<file path="config.mk">
export PLATFORM = sky130hd
export DESIGN_NAME = fp_norm_shift
export DESIGN_NICKNAME = d
export VERILOG_FILES = /design/src/rtl/fp_norm_shift_pkg.sv /design/src/rtl/fp_norm_shift_barrel.sv /design/src/rtl/fp_norm_shift.sv
export SDC_FILE = /design/constraint.sdc
export NUM_CORES = 1
export LEC_CHECK = 0
export ABC_AREA = 0
export BUFFER_PORTS_ARGS = -buffer_cell sky130_fd_sc_hd__buf_2
export CORE_MARGIN = 1.5
export CORE_UTILIZATION = 50
export DETAILED_ROUTE_END_ITERATION = 8
export HOLD_SLACK_MARGIN = 0.12
export PLACE_DENSITY = 0.87
export REMOVE_ABC_BUFFERS = 1
export SYNTH_ARGS = -nofsm -noshare
export SYNTH_HDL_FRONTEND = slang
export SYNTH_SLANG_ARGS = --single-unit
</file>
<file path="constraint.sdc">
create_clock -name clk -period 2.6 [get_ports clk]
set_input_delay 0.13 -clock clk [delete_from_list [all_inputs] [get_ports clk]]
set_output_delay 0.13 -clock clk [all_outputs]
set_load 0.05 [all_outputs]
</file>
<file path="src/rtl/fp_norm_shift_pkg.sv">
// Shared constants and types for the FP normalization shifter.
// Holds the field widths, the exponent range limits, the result word field
// offsets and the stage-1 pipeline payload struct.
package fp_norm_shift_pkg;

  localparam int COEF_W   = 48;
  localparam int EXP_W    = 15;
  localparam int SHIFT_W  = 6;
  localparam int RES_W    = 64;
  localparam int SIGN_BIT = 63;
  localparam int EXP_LSB  = 48;

  // Exponent adjust spans -63..+1, so one bit wider than the shift count.
  localparam int ADJ_W = SHIFT_W + 1;
  // Adjusted exponent: two extra bits so underflow (negative) and overflow
  // (above the 15-bit range) are both representable.
  localparam int E_W = EXP_W + 2;

  localparam logic [EXP_W-1:0] EXP_MIN = 15'o20000;
  localparam logic [EXP_W-1:0] EXP_MAX = 15'o57777;

  localparam logic signed [E_W-1:0] E_MIN = $signed({2'b00, EXP_MIN});
  localparam logic signed [E_W-1:0] E_MAX = $signed({2'b00, EXP_MAX});

  // Stage-1 payload: shifted coefficient plus the exponent bookkeeping
  // needed by the stage-2 exponent update.
  typedef struct packed {
    logic                    sign;
    logic [EXP_W-1:0]        exp;
    logic signed [ADJ_W-1:0] adj;
    logic [COEF_W-1:0]       coef;
  } s1_t;

  function automatic logic [RES_W-1:0] pack_result(
    input logic              sign,
    input logic [EXP_W-1:0]  exp,
    input logic [COEF_W-1:0] coef
  );
    logic [RES_W-1:0] r;
    r                       = '0;
    r[SIGN_BIT]             = sign;
    r[SIGN_BIT-1:EXP_LSB]   = exp;
    r[EXP_LSB-1:0]          = coef;
    return r;
  endfunction

endpackage

</file>
<file path="src/rtl/fp_norm_shift_barrel.sv">
// fp_norm_barrel: combinational normalization shifter (stage 1).
//   coef_in  : coefficient, bit COEF_W is the adder carry-out
//   shift    : leading-zero count {byte_index[2:0], zeros[2:0]}
//   coef_out : normalized COEF_W-bit coefficient
//   adj      : signed exponent adjustment (+1 on carry, else -shift)
module fp_norm_barrel
  import fp_norm_shift_pkg::*;
(
  input  logic [COEF_W:0]         coef_in,
  input  logic [SHIFT_W-1:0]      shift,
  output logic [COEF_W-1:0]       coef_out,
  output logic signed [ADJ_W-1:0] adj
);

  logic [COEF_W-1:0] byte_sh;

  always_comb begin
    // Two-level left shift: whole bytes first, then the residual 0..7 bits.
    byte_sh = coef_in[COEF_W-1:0] << {shift[5:3], 3'b000};
    if (coef_in[COEF_W]) begin
      // Carry-out: a single right shift renormalizes; the count is ignored.
      coef_out = coef_in[COEF_W:1];
      adj      = ADJ_W'(1);
    end else begin
      coef_out = byte_sh << shift[2:0];
      adj      = -$signed({1'b0, shift});
    end
  end

endmodule

</file>
<file path="src/rtl/fp_norm_shift.sv">
// fp_norm_shift: two-stage normalization of a sign/exponent/coefficient
// intermediate into a Cray-format 64-bit word.
//   Input side : i_valid/o_ready, i_sign, i_exp, i_coef (with carry), i_shift
//   Output side: o_valid/i_ready, o_result, o_underflow, o_overflow
//
// Handshake: a transfer happens on a rising edge where valid and ready are
// both high. Stage 2 advances when it is empty or downstream is ready;
// stage 1 accepts when it is empty or is moving into stage 2 this cycle.
// The output payload and flags are registers and only change when stage 2
// advances with new data, so they hold while o_valid & !i_ready.
module fp_norm_shift
  import fp_norm_shift_pkg::*;
(
  input  logic               clk,
  input  logic               rst,
  input  logic               i_valid,
  output logic               o_ready,
  input  logic               i_sign,
  input  logic [EXP_W-1:0]   i_exp,
  input  logic [COEF_W:0]    i_coef,
  input  logic [SHIFT_W-1:0] i_shift,
  output logic               o_valid,
  input  logic               i_ready,
  output logic [RES_W-1:0]   o_result,
  output logic               o_underflow,
  output logic               o_overflow
);

  s1_t  s1_d, s1_q;
  logic s1_full, s2_full;
  logic s2_adv;

  logic [COEF_W-1:0]       sh_coef;
  logic signed [ADJ_W-1:0] sh_adj;

  logic signed [E_W-1:0] e;
  logic [RES_W-1:0]      res_d;
  logic                  uf_d, of_d;

  fp_norm_barrel u_barrel (
    .coef_in  (i_coef),
    .shift    (i_shift),
    .coef_out (sh_coef),
    .adj      (sh_adj)
  );

  assign s1_d.sign = i_sign;
  assign s1_d.exp  = i_exp;
  assign s1_d.adj  = sh_adj;
  assign s1_d.coef = sh_coef;

  assign s2_adv  = !s2_full || i_ready;
  assign o_ready = !s1_full || s2_adv;
  assign o_valid = s2_full;

  // Stage 2 exponent update and range classification.
  always_comb begin
    e = $signed({2'b00, s1_q.exp})
      + $signed({{(E_W-ADJ_W){s1_q.adj[ADJ_W-1]}}, s1_q.adj});
    res_d = '0;
    uf_d  = 1'b0;
    of_d  = 1'b0;
    // A zero shifted coefficient covers both a zero operand and a count
    // large enough to shift every set bit out; neither raises a flag.
    if (s1_q.coef == '0) begin
      res_d = '0;
    end else if (e < E_MIN) begin
      uf_d = 1'b1;
    end else begin
      res_d = pack_result(s1_q.sign, e[EXP_W-1:0], s1_q.coef);
      of_d  = (e > E_MAX);
    end
  end

  always_ff @(posedge clk) begin
    if (rst) begin
      s1_full     <= 1'b0;
      s2_full     <= 1'b0;
      s1_q        <= '0;
      o_result    <= '0;
      o_underflow <= 1'b0;
      o_overflow  <= 1'b0;
    end else begin
      if (o_ready) begin
        s1_full <= i_valid;
        if (i_valid) s1_q <= s1_d;
      end
      if (s2_adv) begin
        s2_full <= s1_full;
        if (s1_full) begin
          o_result    <= res_d;
          o_underflow <= uf_d;
          o_overflow  <= of_d;
        end
      end
    end
  end

endmodule

</file>
-- After elaboration in Yosys (flattened, before gate mapping)
Cells that the tools add are included.
- output and inout bits: 68
- flip-flop bits (word level): 139
- word-level logic and storage cells: 30
- bits of input ports: 75
- mux-type cells: 8
- add/subtract/negate cells: 2
- order comparisons: 2
- shift-type cells: 2
- reductions and logical operators: 7
- operator list (kind ; number):
    64-bit two-way mux ; 2
    48-bit zero test ; 1
    48-bit two-way mux ; 1
    48-bit by 3-bit << shifter with 48-bit output ; 1
    48-bit by 6-bit << shifter with 48-bit output ; 1
    16-bit by 7-bit adder with 17-bit output ; 1
    17-bit by 16-bit > comparator with 1-bit output (second input constant) ; 1
    17-bit by 15-bit < comparator with 1-bit output (second input constant) ; 1
    7-bit two-way mux ; 1
    6-bit negation with 7-bit output ; 1
    1-bit two-way mux ; 4
    2-bit AND reduction ; 2
    1-bit zero test ; 2
    1-bit logical OR ; 2

-- Logic depth before layout (Yosys ltp)
Gate-level depths: netlist of the first run.
- depth in word-level cells: 4
- mapped depth: 12

-- By module
Synthesis of the first run repeated with hierarchy kept, for this count alone.
- cells, all modules: 1098
- area total of the unflattened synthesis: 9091.2 um2
- by module, submodules not included (module ; seq. area each (um2) ; times used ; cells each ; area each (um2)):
    fp_norm_shift ; 2782.7 ; 1 ; 609 ; 5585.4
    fp_norm_barrel ; 0.0 ; 1 ; 489 ; 3505.9

-- Least setup slack after synthesis of the first run
No wires, ideal clock.
- kind: register -> register
- start: register s1_q[54] (netlist bit)
- end: register o_result[10]
- buffers on the path: 3
- cell stages (with the launch flop): 12
- library setup time: 0.117 ns
- slack: -0.268 ns
- arrival: 2.751 ns
- data required time: 2.483 ns
- cells stage by stage: dfxtp_1 ha_1 buf_6 a22o_1 or3_1 a211oi_1 or3_1 xnor2_1 o311a_1 buf_6 buf_6 a22o_1
- word-level cells in the longest chain between the ends: 4
- ends and longest elaborated chain (element ; RTL line ; RTL):
    from (decl) ; fp_norm_shift.sv:29 ; s1_t s1_d, s1_q;
    from (signal assigned) ; fp_norm_shift.sv:79 ; s1_q <= '0;
    from (signal assigned) ; fp_norm_shift.sv:86 ; if (i_valid) s1_q <= s1_d;
    16-bit by 7-bit adder with 17-bit output ; fp_norm_shift.sv:59 ; + $signed({{(E_W-ADJ_W){s1_q.adj[ADJ_W-1]}}, s1_q.adj});
    17-bit by 15-bit < comparator with 1-bit output ; fp_norm_shift.sv:67 ; end else if (e < E_MIN) begin
    64-bit two-way mux ; fp_norm_shift.sv:67 ;
    64-bit two-way mux ; fp_norm_shift.sv:65 ; if (s1_q.coef == '0) begin
    to (signal assigned) ; fp_norm_shift.sv:91 ; o_result <= res_d;
    to (decl) ; fp_norm_shift.sv:24 ; output logic [RES_W-1:0] o_result,
Every way passes these cells.
A chain may end at the register's enable or synchronous reset.

-- Worst setup path after layout of the first run
- start: register s1_q[54] (netlist bit)
- end: register o_result[5]
Same word-level chain as after synthesis.

==> results of run 1 <==
final cells by class:
cell class,instances,area (um^2),area share
clock buffers,19,453,0.0390
clock inverters,13,130,0.0112
inverters,18,67.6,0.00582
multi-input cells,778,5810,0.501
flip-flops and latches,139,2790,0.240
well taps,225,282,0.0243
repair buffers,284,2070,0.179
registers in the layout, indices dropped and copies added (netlist names):
signal,cells
s1_q,71
o_result,64
o_overflow,1
o_underflow,1
o_valid,1
s1_full,1
critical path, delay by kind of cell, from the launching register on:
family | cells | cell delay [ps]
compound gates | 5 | 1220
buf+inv | 3 | 500
flops | 1 | 380
fa+ha+maj | 1 | 340
simple gates | 1 | 110
xor+xnor | 1 | 110
stage by stage:
| stage | power (mW) | cells | utilization | setup TNS, ps |
|---|---|---|---|---|
| detailed placement | 3.69 | 1390 | 0.585 | -10410 |
| global placement | 3.67 | 1390 | 0.585 | -7690 |
| finish | 6.25 | 1476 | 0.671 | -8180 |
| global route | 6.46 | 1476 | 0.671 | -14460 |
| floorplan | 3.09 | 935 | - | -77170 |
| CTS | 6.17 | 1471 | 0.659 | -7980 |
what timing repair did:
item                       4_1_cts  5_1_grt
setup endpoints to repair       62       67
gates cloned                     5        1
gates resized for setup         33       29
pin swaps                       22       14
hold buffers                    37        0
buffers inserted                 8        5
hold endpoints to repair        37        0
power by group through the flow:
stage | Combinational [mW] | Sequential (mW) | Clock (mW)
floorplan | 0.683 | 2.40 | 0
global route | 1.62 | 2.32 | 2.53
finish | 1.52 | 2.31 | 2.42
detailed placement | 1.34 | 2.35 | 0
CTS | 1.45 | 2.30 | 2.43
global placement | 1.33 | 2.35 | 0
routing by layer:
metal | vias to the layer above | routed length [um]
met5 | - | 0
met4 | 0 | 2050
met3 | 154 | 3540
met2 | 620 | 14800
met1 | 4403 | 12700
li1 | 4303 | -
cells in the mapped netlist (all sizes together) (6+ instances only):
| library cell | n |
|---|---|
| a22o | 66 |
| o211ai | 25 |
| dfxtp | 139 |
| o21ai | 57 |
| o311ai | 12 |
| nor3 | 26 |
| mux4 | 35 |
| nand3 | 14 |
| inv | 16 |
| nand2 | 115 |
| clkbuf | 55 |
| ha | 17 |
| nor2 | 79 |
| nand2b | 16 |
| mux2i | 55 |
| buf | 36 |
| or3 | 6 |
| a21oi | 97 |
| a22oi | 19 |
| o2bb2ai | 6 |
| and3 | 6 |
| a211oi | 11 |
| nor4 | 15 |
| mux2 | 21 |
| a221oi | 7 |
| xnor2 | 12 |
cells in the final DEF, fill, tap and decap left out, types with 9 or more instances in the layout:
cell / synthesis / routed
mux2i_1: 55 / 55
o211ai_1: 25 / 25
buf_2: 10 / 142
mux4_2: 35 / 35
a22oi_1: 19 / 17
inv_1: 14 / 14
nand3_1: 14 / 13
a211oi_1: 11 / 9
clkbuf_16: 0 / 18
dlygate4sd3_1: 0 / 37
o311ai_0: 12 / 11
a22o_1: 66 / 66
nor3_1: 25 / 22
xnor2_1: 12 / 10
buf_4: 1 / 90
ha_1: 17 / 9
nor2_1: 79 / 78
dfxtp_1: 139 / 136
nand2b_1: 16 / 15
o21ai_0: 56 / 50
nand2_1: 115 / 113
nor4_1: 15 / 14
mux2_2: 21 / 21
a21oi_1: 97 / 95
worst max path at each step:
stage | startpoint | endpoint | slack [ps]
3_3_place_gp | s1_q[54] | o_result[2] | -140
4_1_cts | s1_q[54] | o_result[43] | -170
5_1_grt | s1_q[54] | o_result[28] | -270
2_1_floorplan | s1_q[54] | o_result[50] | -980
6_report | s1_q[54] | o_result[5] | -180
3_5_place_dp | s1_q[54] | o_result[22] | -190
kinds of logic after synthesis:
| logic type | synth area share |
|---|---|
| xor+xnor | 0.0158 |
| simple gates | 0.150 |
| buf+inv | 0.0574 |
| compound gates | 0.258 |
| mux | 0.178 |
| flops | 0.314 |
| fa+ha+maj | 0.0263 |
==> results.yml, run 1 <==
run_status:
  outcome: "finished, violations left"
  violations: "setup timing"
yosys:
  synth_cell_types: 58
  synth_edf_count: 0
  synth_ff_type: "dfxtp_1"
  synth_top_cell_by_area: "dfxtp_1"
  synthTopCellsByArea: "dfxtp_1, mux4_2, a22o_1"
  synthCells: 1026
  synth-seq-cells: 139
  ys.warnings.count: 0
  netlist_area_um2: 8850
  synth_top_cell_area_share: 0.314
  synth.avg_cell_area_um2: 8.63
  async_flop_share: 0
  ys_seq_area_frac: 0.314
final_layout:
  fin_area_um2: 11600
  antenna_cells: 0
  drive_above_1_share: 0.303
  area.growth.synth_to_final_pct: 31.1
  fill_cells: 1378
  nNetsFinal: 1331
routing:
  drc: 0
  vias: 9480
  drt_first_pass_iters: 6
  wirelength_mm: 33.1
  drtIter0Drc: 977
  wire_per_inst_um: 22.4
  viasPerCell: 6.42
  ant_nets: 0
floorplan:
  dieArea_um2: 18500
  die_x_um: 136
  die_y_um: 136
  ios: 143
  fp-row-count: 48
  start_util: 0.512
  core_um2: 17300
timing:
  fin_crit_ps: 2780
  worstMarginPinSlew_ps: 877
  rsz0062_at_grt: "yes"
  slew_violations: 0
  finalCritPeriodShare: 1.07
  relSlewSlack: 0.415
  fmax_mhz: 359
  setup_viol: 62
  setup_ws_ps: -182
  hold_viol_final: 0
  holdWs_ps: 135
  fin_skew_ps: 13.9
clocking:
  path_clk_slew_ps: 70
  clock-sinks: 139
  clk-insertion-delay-late_ps: 440
  cts_buffers: 17
  root_buffer: "clkbuf_16"
  htree_num_levels: 4
  cts_tree: "yes"
  cts.path.max_buffers: 2
pwr:
  vdd_ir_drop_max_v: 0.000563
  leakage_nw: 4.88
  p_clk_frac: 0.387
  internal_power_mw: 4.25
  pwr-share-comb: 0.244
  power.share.sequential: 0.370
  switchingPower_mw: 1.99
  powerDensity_nw_per_um2: 538
  swShare: 0.319
placement:
  place_ws_ps: -193
  place_congestion: 1.01
  dp_hpwl_mm: 22.4
  place_area_um2: 10100
  portBuffers: 142
global_route:
  grt_pass1_wl_mm: 49.8
  grt_antenna_before_repair: 0
  gr-max-usage-layer: "met2"
  gr-usage-met2: 0.562
  grt_use_total: 0.357
  globalRouteMet3Util: 0.0932
  grt-ovfl-total: 0
  use_met1: 0.444
  grt_pass1_vias: 8975
  grt_max_degree: 47
setup_path:
  rr_startpoint: "s1_q[54]"
  max_stage_delay_ps: 400
  crit_type: "flop to flop"
  arrival_ps: 3110
  rrSetupSlack_ps: -180
  critPathRequiredTime_ps: 2920
  endpoint_kind: "flop"
  r2r_cells: 11
  crit_chain: "ha_1, buf_4, a21oi_1, nand2_1, o21a_1, a22oi_2, xor2_1, o311a_4, buf_12, clkbuf_16, a22o_1"
  crit_slowest_cell: "o311a_4"
  critPathMaxFanout: 6
  start_kind: "flop"
  reg2reg_to: "o_result[5]"
hold_path:
  hold_start: "i_coef[19]"
  hp-class: "input pin to flop"
  holdPathStages: 3
  min_to: "s1_q[18]"
run:
  maxCapViolCount: 0
No activity file was read; power rests on OpenSTA's default activity.
==> inputs of run 2 (changes only) <==
--- a/config.mk
+++ b/config.mk
@@ -7,11 +7,13 @@
 export LEC_CHECK = 0
 export ABC_AREA = 0
 export BUFFER_PORTS_ARGS = -buffer_cell sky130_fd_sc_hd__buf_2
+export CELL_PAD_IN_SITES_DETAIL_PLACEMENT = 0
+export CELL_PAD_IN_SITES_GLOBAL_PLACEMENT = 1
 export CORE_MARGIN = 1.5
-export CORE_UTILIZATION = 50
+export CORE_UTILIZATION = 39
 export DETAILED_ROUTE_END_ITERATION = 8
 export HOLD_SLACK_MARGIN = 0.12
-export PLACE_DENSITY = 0.87
+export PLACE_DENSITY = 0.89
 export REMOVE_ABC_BUFFERS = 1
 export SYNTH_ARGS = -nofsm -noshare
 export SYNTH_HDL_FRONTEND = slang
==> results.yml, run 2 (same netlist as run 1, synthesis figures left out) <==
run_status:
  outcome: "finished, violations left"
  violations: "setup timing"
floorplan:
  start_util: 0.402
  core_um2: 22000
  fp-row-count: 54
  die_y_um: 154
  dieArea_um2: 23600
  ios: 143
  die_x_um: 154
pwr:
  powerDensity_nw_per_um2: 538
  vdd_ir_drop_max_v: 0.000355
  leakage_nw: 5.01
setup_path:
  max_stage_delay_ps: 390
  arrival_ps: 3030
  crit_type: "flop to flop"
  crit_slowest_cell: "o311a_4"
  worstPathBufferInverterCount: 3
  critPathMaxFanout: 13
  critPathRequiredTime_ps: 2910
  start_kind: "flop"
  endpoint_kind: "flop"
  critPathTopFamily: "compound AO/OA/AOI/OAI gates"
  crit_top_cell: "buf_12"
  crit_chain: "buf_6, ha_4, nand4_1, nor2_2, a211oi_2, or3_4, xnor2_2, o311a_4, buf_12, buf_12, a22o_1"
final_layout:
  fill_cells: 2063
  largest-register: "s1_q"
  drive_above_1_share: 0.322
  final_common_cell: "buf_2"
  largest_reg_flops: 71
  area.growth.synth_to_final_pct: 34.4
  nNetsFinal: 1355
  top_regs: "s1_q: 71 flops, o_result: 64 flops"
  antenna_cells: 0
  mostFrequentLayoutCells: "buf_2, dfxtp_1, nand2_1"
  post-route-util: 0.540
  layout.cells.non_filler: 1555
clocking:
  cts.path.max_buffers: 2
  clock-sinks: 139
  cts_tree: "yes"
  htree_num_levels: 4
  clk-insertion-delay-late_ps: 440
  cts_buffers: 17
  root_buffer: "clkbuf_16"
  path_clk_slew_ps: 70
timing:
  fmax_mhz: 368
  rsz0062_at_grt: "yes"
  hold_viol_final: 0
  fin_skew_ps: 18.4
  setup_viol: 62
  fin_crit_ps: 2720
  holdWs_ps: 143
  finalCritPeriodShare: 1.05
  relSlewSlack: 0.395
  tns_ps: -4770
  setup_ws_ps: -117
  slew_violations: 0
  worstMarginPinSlew_ps: 905
routing:
  wirelength_mm: 33.6
  drt_first_pass_iters: 5
  drtIter0Drc: 791
  vias: 9263
  drc: 0
  wire_per_inst_um: 21.6
  viasPerCell: 5.96
  ant_nets: 0
placement:
  place_congestion: 1.04
  placed_cells: 1472
  dp_hpwl_mm: 24.4
  place_ws_ps: -261
  portBuffers: 142
global_route:
  grt_max_degree: 47
  grt-ovfl-total: 0
  grt_pass1_vias: 8882
  grt_use_total: 0.282
  grt_pass1_wl_mm: 51.3
  grt_antenna_before_repair: 0
run:
  maxCapViolCount: 0
hold_path:
  hp-class: "input pin to flop"
## run 2: metal layers
layer | track usage | wire [um] | vias to the layer above
met5 | 0 | 0 | -
met4 | 0.122 | 1260 | 0
met3 | 0.0471 | 2640 | 72
met2 | 0.463 | 15400 | 502
met1 | 0.365 | 14300 | 4331
li1 | - | - | 4358
## run 2: area by class of cell
cell class                      instances  area (um^2)  share of cell area
Clock buffer                           19          453              0.0381
Multi-Input combinational cell        778         5810               0.488
Tap cell                              280          350              0.0295
Timing Repair Buffer                  308         2270               0.191
Sequential cell                       139         2790               0.235
Clock inverter                         13          156              0.0132
Inverter                               18         67.6             0.00568
## run 2: worst paths after layout
| check | slack (ps) | end | from | cells past startpoint |
|---|---|---|---|---|
| hold / removal | 140 | s1_q[24] | i_coef[25] | 3 |
| hold reg to reg | 460 | s1_q[70] | s1_q[70] | 2 |
| setup reg to reg | -120 | o_result[4] | s1_q[54] | 11 |
| setup / recovery | -120 | o_result[4] | s1_q[54] | 11 |
## run 2: tightest hold or removal path, stage by stage
cell and delay (ps):
buf_2 140, or3_1 120, o2111a_1 160
## run 2: stage by stage
step                      area [um^2]  total power [mW]
after floorplan                  8410              3.09
after global placement          10500              3.77
after detailed placement        10500              3.77
after CTS                       11800              6.39
after global routing            11900              6.63
final                           11900              6.40
## run 2: report_power, final
part	switching, mW	total (mW)	internal [mW]	leakage (nW)
sequential	0.0780	2.31	2.23	1.14
clock	1.05	2.53	1.49	0.293
combinational	0.888	1.56	0.672	3.58
## run 2: what timing repair did
| item | in CTS | in global routing |
|---|---|---|
| gates cloned | 2 | 0 |
| buffers inserted | 7 | 5 |
| pin swaps | 12 | 18 |
| hold buffers | 37 | 0 |
| setup endpoints to repair | 63 | 67 |
| hold endpoints to repair | 36 | 0 |
| gates resized for setup | 36 | 22 |
